$ cat src/rtl/div_unit_pkg.sv
// Shared definitions for the multi-cycle integer divider: FSM states,
// iteration count and a small sign helper.
package div_unit_pkg;

    localparam int DIV_CYCLES = 32;
    localparam int CNT_W      = $clog2(DIV_CYCLES);

    typedef enum logic [1:0] {
        DIV_IDLE = 2'd0,
        DIV_BUSY = 2'd1,
        DIV_DONE = 2'd2
    } div_state_e;

    // Two's complement negation when neg is set; also used to take magnitudes.
    function automatic logic [31:0] negate_if(input logic [31:0] v, input logic neg);
        return neg ? (32'd0 - v) : v;
    endfunction

endpackage

$ cat src/rtl/div_step.sv
// One restoring division iteration: compare the shifted partial remainder
// against the divisor and subtract when it fits.
module div_step (
    input  logic [32:0] partial_rem,
    input  logic [31:0] divisor,
    output logic        quot_bit,
    output logic [31:0] new_rem
);

    logic [32:0] trial;

    // partial_rem < 2*divisor, so a non-negative trial always fits in 32 bits.
    always_comb begin
        trial    = partial_rem - {1'b0, divisor};
        quot_bit = ~trial[32];
        new_rem  = quot_bit ? trial[31:0] : partial_rem[31:0];
    end

endmodule

$ cat src/rtl/div_unit.sv
// Multi-cycle DIV/DIVU unit for the EX stage: 32 restoring steps on operand
// magnitudes, sign fix-up on the last step, result held until acknowledged.
module div_unit
    import div_unit_pkg::*;
(
    input  logic        clk_i,
    input  logic        rst_i,
    input  logic        start_i,
    input  logic        signed_i,
    input  logic [31:0] dividend_i,
    input  logic [31:0] divisor_i,
    input  logic        cancel_i,
    input  logic        ack_i,
    output logic        ex_ok_o,
    output logic [31:0] lo_o,
    output logic [31:0] hi_o,
    output logic        busy_o
);

    div_state_e       state;
    logic [CNT_W-1:0] count;
    logic [31:0]      quo;
    logic [31:0]      dvs;
    logic [31:0]      rem;
    logic             neg_q;
    logic             neg_r;

    logic             dvd_neg;
    logic             dvs_neg;
    logic             step_bit;
    logic [31:0]      step_rem;
    logic [31:0]      q_final;

    assign dvd_neg = signed_i & dividend_i[31];
    assign dvs_neg = signed_i & divisor_i[31];

    // quo starts as the dividend magnitude and fills with quotient bits from the right.
    div_step u_step (
        .partial_rem ({rem, quo[31]}),
        .divisor     (dvs),
        .quot_bit    (step_bit),
        .new_rem     (step_rem)
    );

    assign q_final = {quo[30:0], step_bit};

    // Handshake: start_i is held by EX while the op occupies it; ex_ok_o low
    // stalls the pipe until the result is ready; in DONE ack_i consumes the
    // result (the pipe advances) and the unit returns to IDLE. cancel_i
    // always releases the stall and aborts.
    assign ex_ok_o = cancel_i | ~((state == DIV_BUSY) | ((state == DIV_IDLE) & start_i));
    assign busy_o  = (state == DIV_BUSY);

    always_ff @(posedge clk_i or negedge rst_i) begin
        if (!rst_i) begin
            state <= DIV_IDLE;
            count <= '0;
            quo   <= '0;
            dvs   <= '0;
            rem   <= '0;
            neg_q <= 1'b0;
            neg_r <= 1'b0;
            lo_o  <= '0;
            hi_o  <= '0;
        end else if (cancel_i) begin
            state <= DIV_IDLE;
            count <= '0;
        end else begin
            case (state)
                DIV_IDLE: begin
                    if (start_i) begin
                        if (divisor_i == 32'd0) begin
                            lo_o  <= 32'hFFFF_FFFF;
                            hi_o  <= dividend_i;
                            state <= DIV_DONE;
                        end else begin
                            quo   <= negate_if(dividend_i, dvd_neg);
                            dvs   <= negate_if(divisor_i, dvs_neg);
                            rem   <= '0;
                            neg_q <= dvd_neg ^ dvs_neg;
                            neg_r <= dvd_neg;
                            count <= '0;
                            state <= DIV_BUSY;
                        end
                    end
                end
                DIV_BUSY: begin
                    quo   <= q_final;
                    rem   <= step_rem;
                    count <= count + 1'b1;
                    if (count == CNT_W'(DIV_CYCLES - 1)) begin
                        lo_o  <= negate_if(q_final, neg_q);
                        hi_o  <= negate_if(step_rem, neg_r);
                        state <= DIV_DONE;
                    end
                end
                DIV_DONE: begin
                    if (ack_i) begin
                        state <= DIV_IDLE;
                    end
                end
                default: state <= DIV_IDLE;
            endcase
        end
    end

endmodule
$ cat config.mk
export PLATFORM = sky130hd
export DESIGN_NAME = div_unit
export DESIGN_NICKNAME = d
export VERILOG_FILES = /design/src/rtl/div_unit_pkg.sv /design/src/rtl/div_step.sv /design/src/rtl/div_unit.sv
export SDC_FILE = /design/constraint.sdc
export NUM_CORES = 1
export LEC_CHECK = 0
export BUFFER_PORTS_ARGS = -buffer_cell sky130_fd_sc_hd__buf_2
export CAP_MARGIN = 20
export CELL_PAD_IN_SITES_DETAIL_PLACEMENT = 0
export CELL_PAD_IN_SITES_GLOBAL_PLACEMENT = 1
export CORE_MARGIN = 2
export CORE_UTILIZATION = 48
export CTS_BUF_LIST = sky130_fd_sc_hd__clkbuf_4 sky130_fd_sc_hd__clkbuf_8 sky130_fd_sc_hd__clkbuf_16
export CTS_CLUSTER_SIZE = 40
export DETAILED_ROUTE_END_ITERATION = 8
export PLACE_DENSITY = 0.95
export SKIP_LAST_GASP = 1
export SYNTH_ARGS = -nofsm -noshare
export SYNTH_HDL_FRONTEND = slang
export SYNTH_SLANG_ARGS = --single-unit
$ cat constraint.sdc
create_clock -name clk_i -period 6.57 [get_ports clk_i]
set_input_delay 1.314 -clock clk_i [delete_from_list [all_inputs] [get_ports clk_i]]
set_output_delay 1.314 -clock clk_i [all_outputs]
set_load 0.01 [all_outputs]
==> results.sh <==
export IMPL_status="finished clean"
export IMPL_cts_root_buf="clkbuf_16"
export IMPL_cts_tree="done"
export IMPL_grt_pass1_wl_um=53800
export IMPL_cp_depth=17
export IMPL_nets=1728
export IMPL_crit_family="compound AO/OA/AOI/OAI gates"
export IMPL_reg2reg_slack_ns=1.81
export IMPL_pin_count=136
export IMPL_cp_common_cell="ha_1"
export IMPL_min_path_cells=2
export IMPL_drv_slew=0
export IMPL_syn_inst=1536
export IMPL_peakVddDrop_uv=134
export IMPL_die_x_um=164
export IMPL_period_share=0.725
export IMPL_place_ws_ns=1.52
export IMPL_dr_pass1_iters=5
export IMPL_fin_area_um2=13800
export IMPL_fin_worst_skew_ns=0.0138
export IMPL_synth_area_um2=12300
export IMPL_drv_cap=0
export IMPL_cts_max_path_buffers=2
export IMPL_path_cells="ha_1 -> a21oi_1 -> o22ai_1 -> o311a_1 -> nand2b_4 -> a311oi_2 -> nor2_4 -> inv_4 -> ha_1 -> nand4_1 -> or2_2 -> nand2b_1 -> inv_1 -> nand2_1 -> o41ai_1 -> xor2_1 -> a31oi_1"
export IMPL_powerDensity_nw_per_um2=243
export IMPL_hp_class="flip-flop to flip-flop"
export IMPL_numCtsBuffers=17
export IMPL_cts_resized=0
export IMPL_hold_viol_final=0
export IMPL_reg2reg_depth=17
export IMPL_synth_edf_count=0
export IMPL_timing_slew_headroom=0.369
export IMPL_dp_hpwl_um=24800
export IMPL_finalPower_mw=3.35
export IMPL_critical_path_buf_inv_count=2
export IMPL_antennaDiodeCount=0
export IMPL_synth_seq_area_share=0.343
export IMPL_htree_levels=4
export IMPL_ant_nets=0
export IMPL_max_freq_mhz=210
export IMPL_p_leak_nw=6.06
export IMPL_grt_max_degree=98
export IMPL_grt_total_usage=0.248
export IMPL_syn_to_final_growth_pct=11.7
export IMPL_synth_ff_type="dfrtp_1"
export IMPL_fillerInstances=2413
export IMPL_crit_slowest_cell="a311oi_2"
export IMPL_worst_ep_arrival_time_ns=5.06
export IMPL_worstPathRequired_ns=6.86
export IMPL_clock_sink_count=169
export IMPL_ys_seq_elements=169
export IMPL_wire_per_inst_um=16.8
export IMPL_yosysUniqueCellTypes=86
export IMPL_core_area_um2=25200
export IMPL_syn_avg_cell_area_um2=8.03
export IMPL_mappedNetlistNets=1645
export IMPL_vias=11339
export IMPL_drc=0
export IMPL_period_needed_ns=4.76
export IMPL_io_buffers=135
export IMPL_place_area_um2=13200
export IMPL_drive_above_1_share=0.140
export IMPL_overflow=0
export IMPL_startpoint_type="flip-flop"
export IMPL_slowest_delay_ns=0.47
export IMPL_placementRows=58
export IMPL_worst_slack_ns=1.81
export IMPL_grt_pass1_vias=10574
export IMPL_tns_ns=0
export IMPL_worstSetupPathType="flip-flop to flip-flop"
export IMPL_clk_transition_reported_paths_ns=0.07
export IMPL_vias_per_cell=5.78
export IMPL_rsz0062_at_grt="false"
export IMPL_postCtsSetupBuffers=0
export IMPL_hold_buffers=0
export IMPL_clock_latency_ns=0.43
export IMPL_setup_viol=0
export IMPL_antenna_found_initial=1
export IMPL_ys_warnings_count=0
export IMPL_die_y_um=164
export IMPL_cp_max_fo=40
export IMPL_wirelength_um=33000
export IMPL_drt_iter0_markers=804
export IMPL_async_flop_share=1.00
export IMPL_initial_core_util=0.490
export IMPL_dieArea_um2=27000
export IMPL_place_congestion=0.872
export IMPL_worstMarginPinSlew_ns=0.946
export IMPL_crit_path_end_kind="flip-flop"
## cells in the mapped netlist (5+ instances only)
master / number / area (um^2)
a211oi_1: 7 / 52.6
a21o_1: 11 / 82.6
a21oi_1: 163 / 816
a22o_1: 8 / 70.1
a31oi_1: 36 / 225
and2_1: 5 / 31.3
and3_1: 9 / 56.3
buf_1: 8 / 30.0
buf_2: 11 / 55.1
clkbuf_1: 58 / 218
dfrtp_1: 169 / 4230
ha_1: 38 / 475
inv_1: 58 / 218
mux2i_1: 21 / 210
nand2_1: 201 / 754
nand2b_1: 9 / 56.3
nand3_1: 23 / 115
nand3b_1: 6 / 45.0
nand4_1: 8 / 50.1
nor2_1: 161 / 604
nor3_1: 36 / 180
nor4_1: 16 / 100
nor4b_1: 5 / 43.8
o211ai_1: 7 / 52.6
o21a_1: 7 / 52.6
o21ai_0: 145 / 726
o21ai_1: 14 / 70.1
o22a_1: 11 / 96.3
o22ai_1: 6 / 37.5
o31ai_1: 21 / 158
o41ai_1: 10 / 87.6
or3_1: 19 / 119
or4_1: 9 / 67.6
xnor2_1: 65 / 569
xor2_1: 69 / 604
## kinds of logic (layout without fill, tap and decap cells)
kind of cell               after synthesis  count (layout)  synth area share
buffers and inverters                  143             239            0.0479
DFF                                    169             169             0.343
xor gates and xnor gates               134             134            0.0952
adders and majority gates               39              39            0.0402
muxes                                   24              24            0.0200
and+or+nand+nor                        529             529             0.197
AOI/OAI and AO/OA                      498             498             0.257
## report_power, final
part           leakage (nW)  total (mW)  internal (mW)  switching [mW]
registers              2.15        1.33           1.18           0.145
clock network         0.280        1.00          0.537           0.465
logic                  3.63        1.02          0.393           0.627
## final timing paths
path	endpoint	startpoint
worst max-delay path	lo_o[26]$_DFFE_PN0P_	rem[16]$_DFFE_PN0P_
worst min-delay path	dvs[31]$_DFFE_PN0P_	dvs[31]$_DFFE_PN0P_
worst max register to register	lo_o[26]$_DFFE_PN0P_	rem[16]$_DFFE_PN0P_
worst min register to register	dvs[31]$_DFFE_PN0P_	dvs[31]$_DFFE_PN0P_
max in group asynchronous	rem[15]$_DFFE_PN0P_	rst_i
min in group asynchronous	quo[6]$_DFFE_PN0P_	rst_i
## state kept, by name (all words and copies together), names as in the netlist
register and cells:
neg_r 1, state 2, rem 32, quo 32, hi_o 32, dvs 32, neg_q 1, lo_o 32
count 5
## through the flow
step           hold slack (ns)  std cells   util
2_1_floorplan            0.450       1536      -
3_3_place_gp             0.461       1928  0.523
3_5_place_dp             0.473       1929  0.524
4_1_cts                  0.488       1961  0.546
5_1_grt                  0.510       1962  0.547
6_report                 0.479       1962  0.547
## layout make-up
cell class	instances	area [um^2]	share of cell area
Sequential cell	169	4230	0.307
Inverter	59	225	0.0164
Multi-Input combinational cell	1224	7540	0.547
Tap cell	330	413	0.0300
Timing Repair Buffer	148	800	0.0580
Clock inverter	14	138	0.00999
Clock buffer	18	433	0.0314
## per-layer routing
metal	vias up	GRT usage	share of wire
met2	313	0.395	0.45
met3	42	0.0338	0.058
li1	5641	-	-
met4	2	0.0650	0.016
met5	-	0	0.00039
met1	5341	0.353	0.48
## worst reg2reg max path, delay by kind of cell, from the launching register on
family	cells	cell delay, ns
adders and majority gates	2	0.72
xor gates and xnor gates	1	0.20
and+or+nand+nor	6	1.04
buffers and inverters	2	0.47
AOI/OAI and AO/OA	6	1.75
DFF	1	0.46
## cell usage in the layout (no fill, tap or decap), drive strengths merged, types with 36 or more instances in the layout
cell / count
xnor2: 65
nor2: 162
inv: 64
nor3: 36
o21ai: 161
buf: 148
nand2: 202
a21oi: 169
ha: 38
xor2: 69
a31oi: 36
dfrtp: 169
Power figures use the tool's default switching activity.
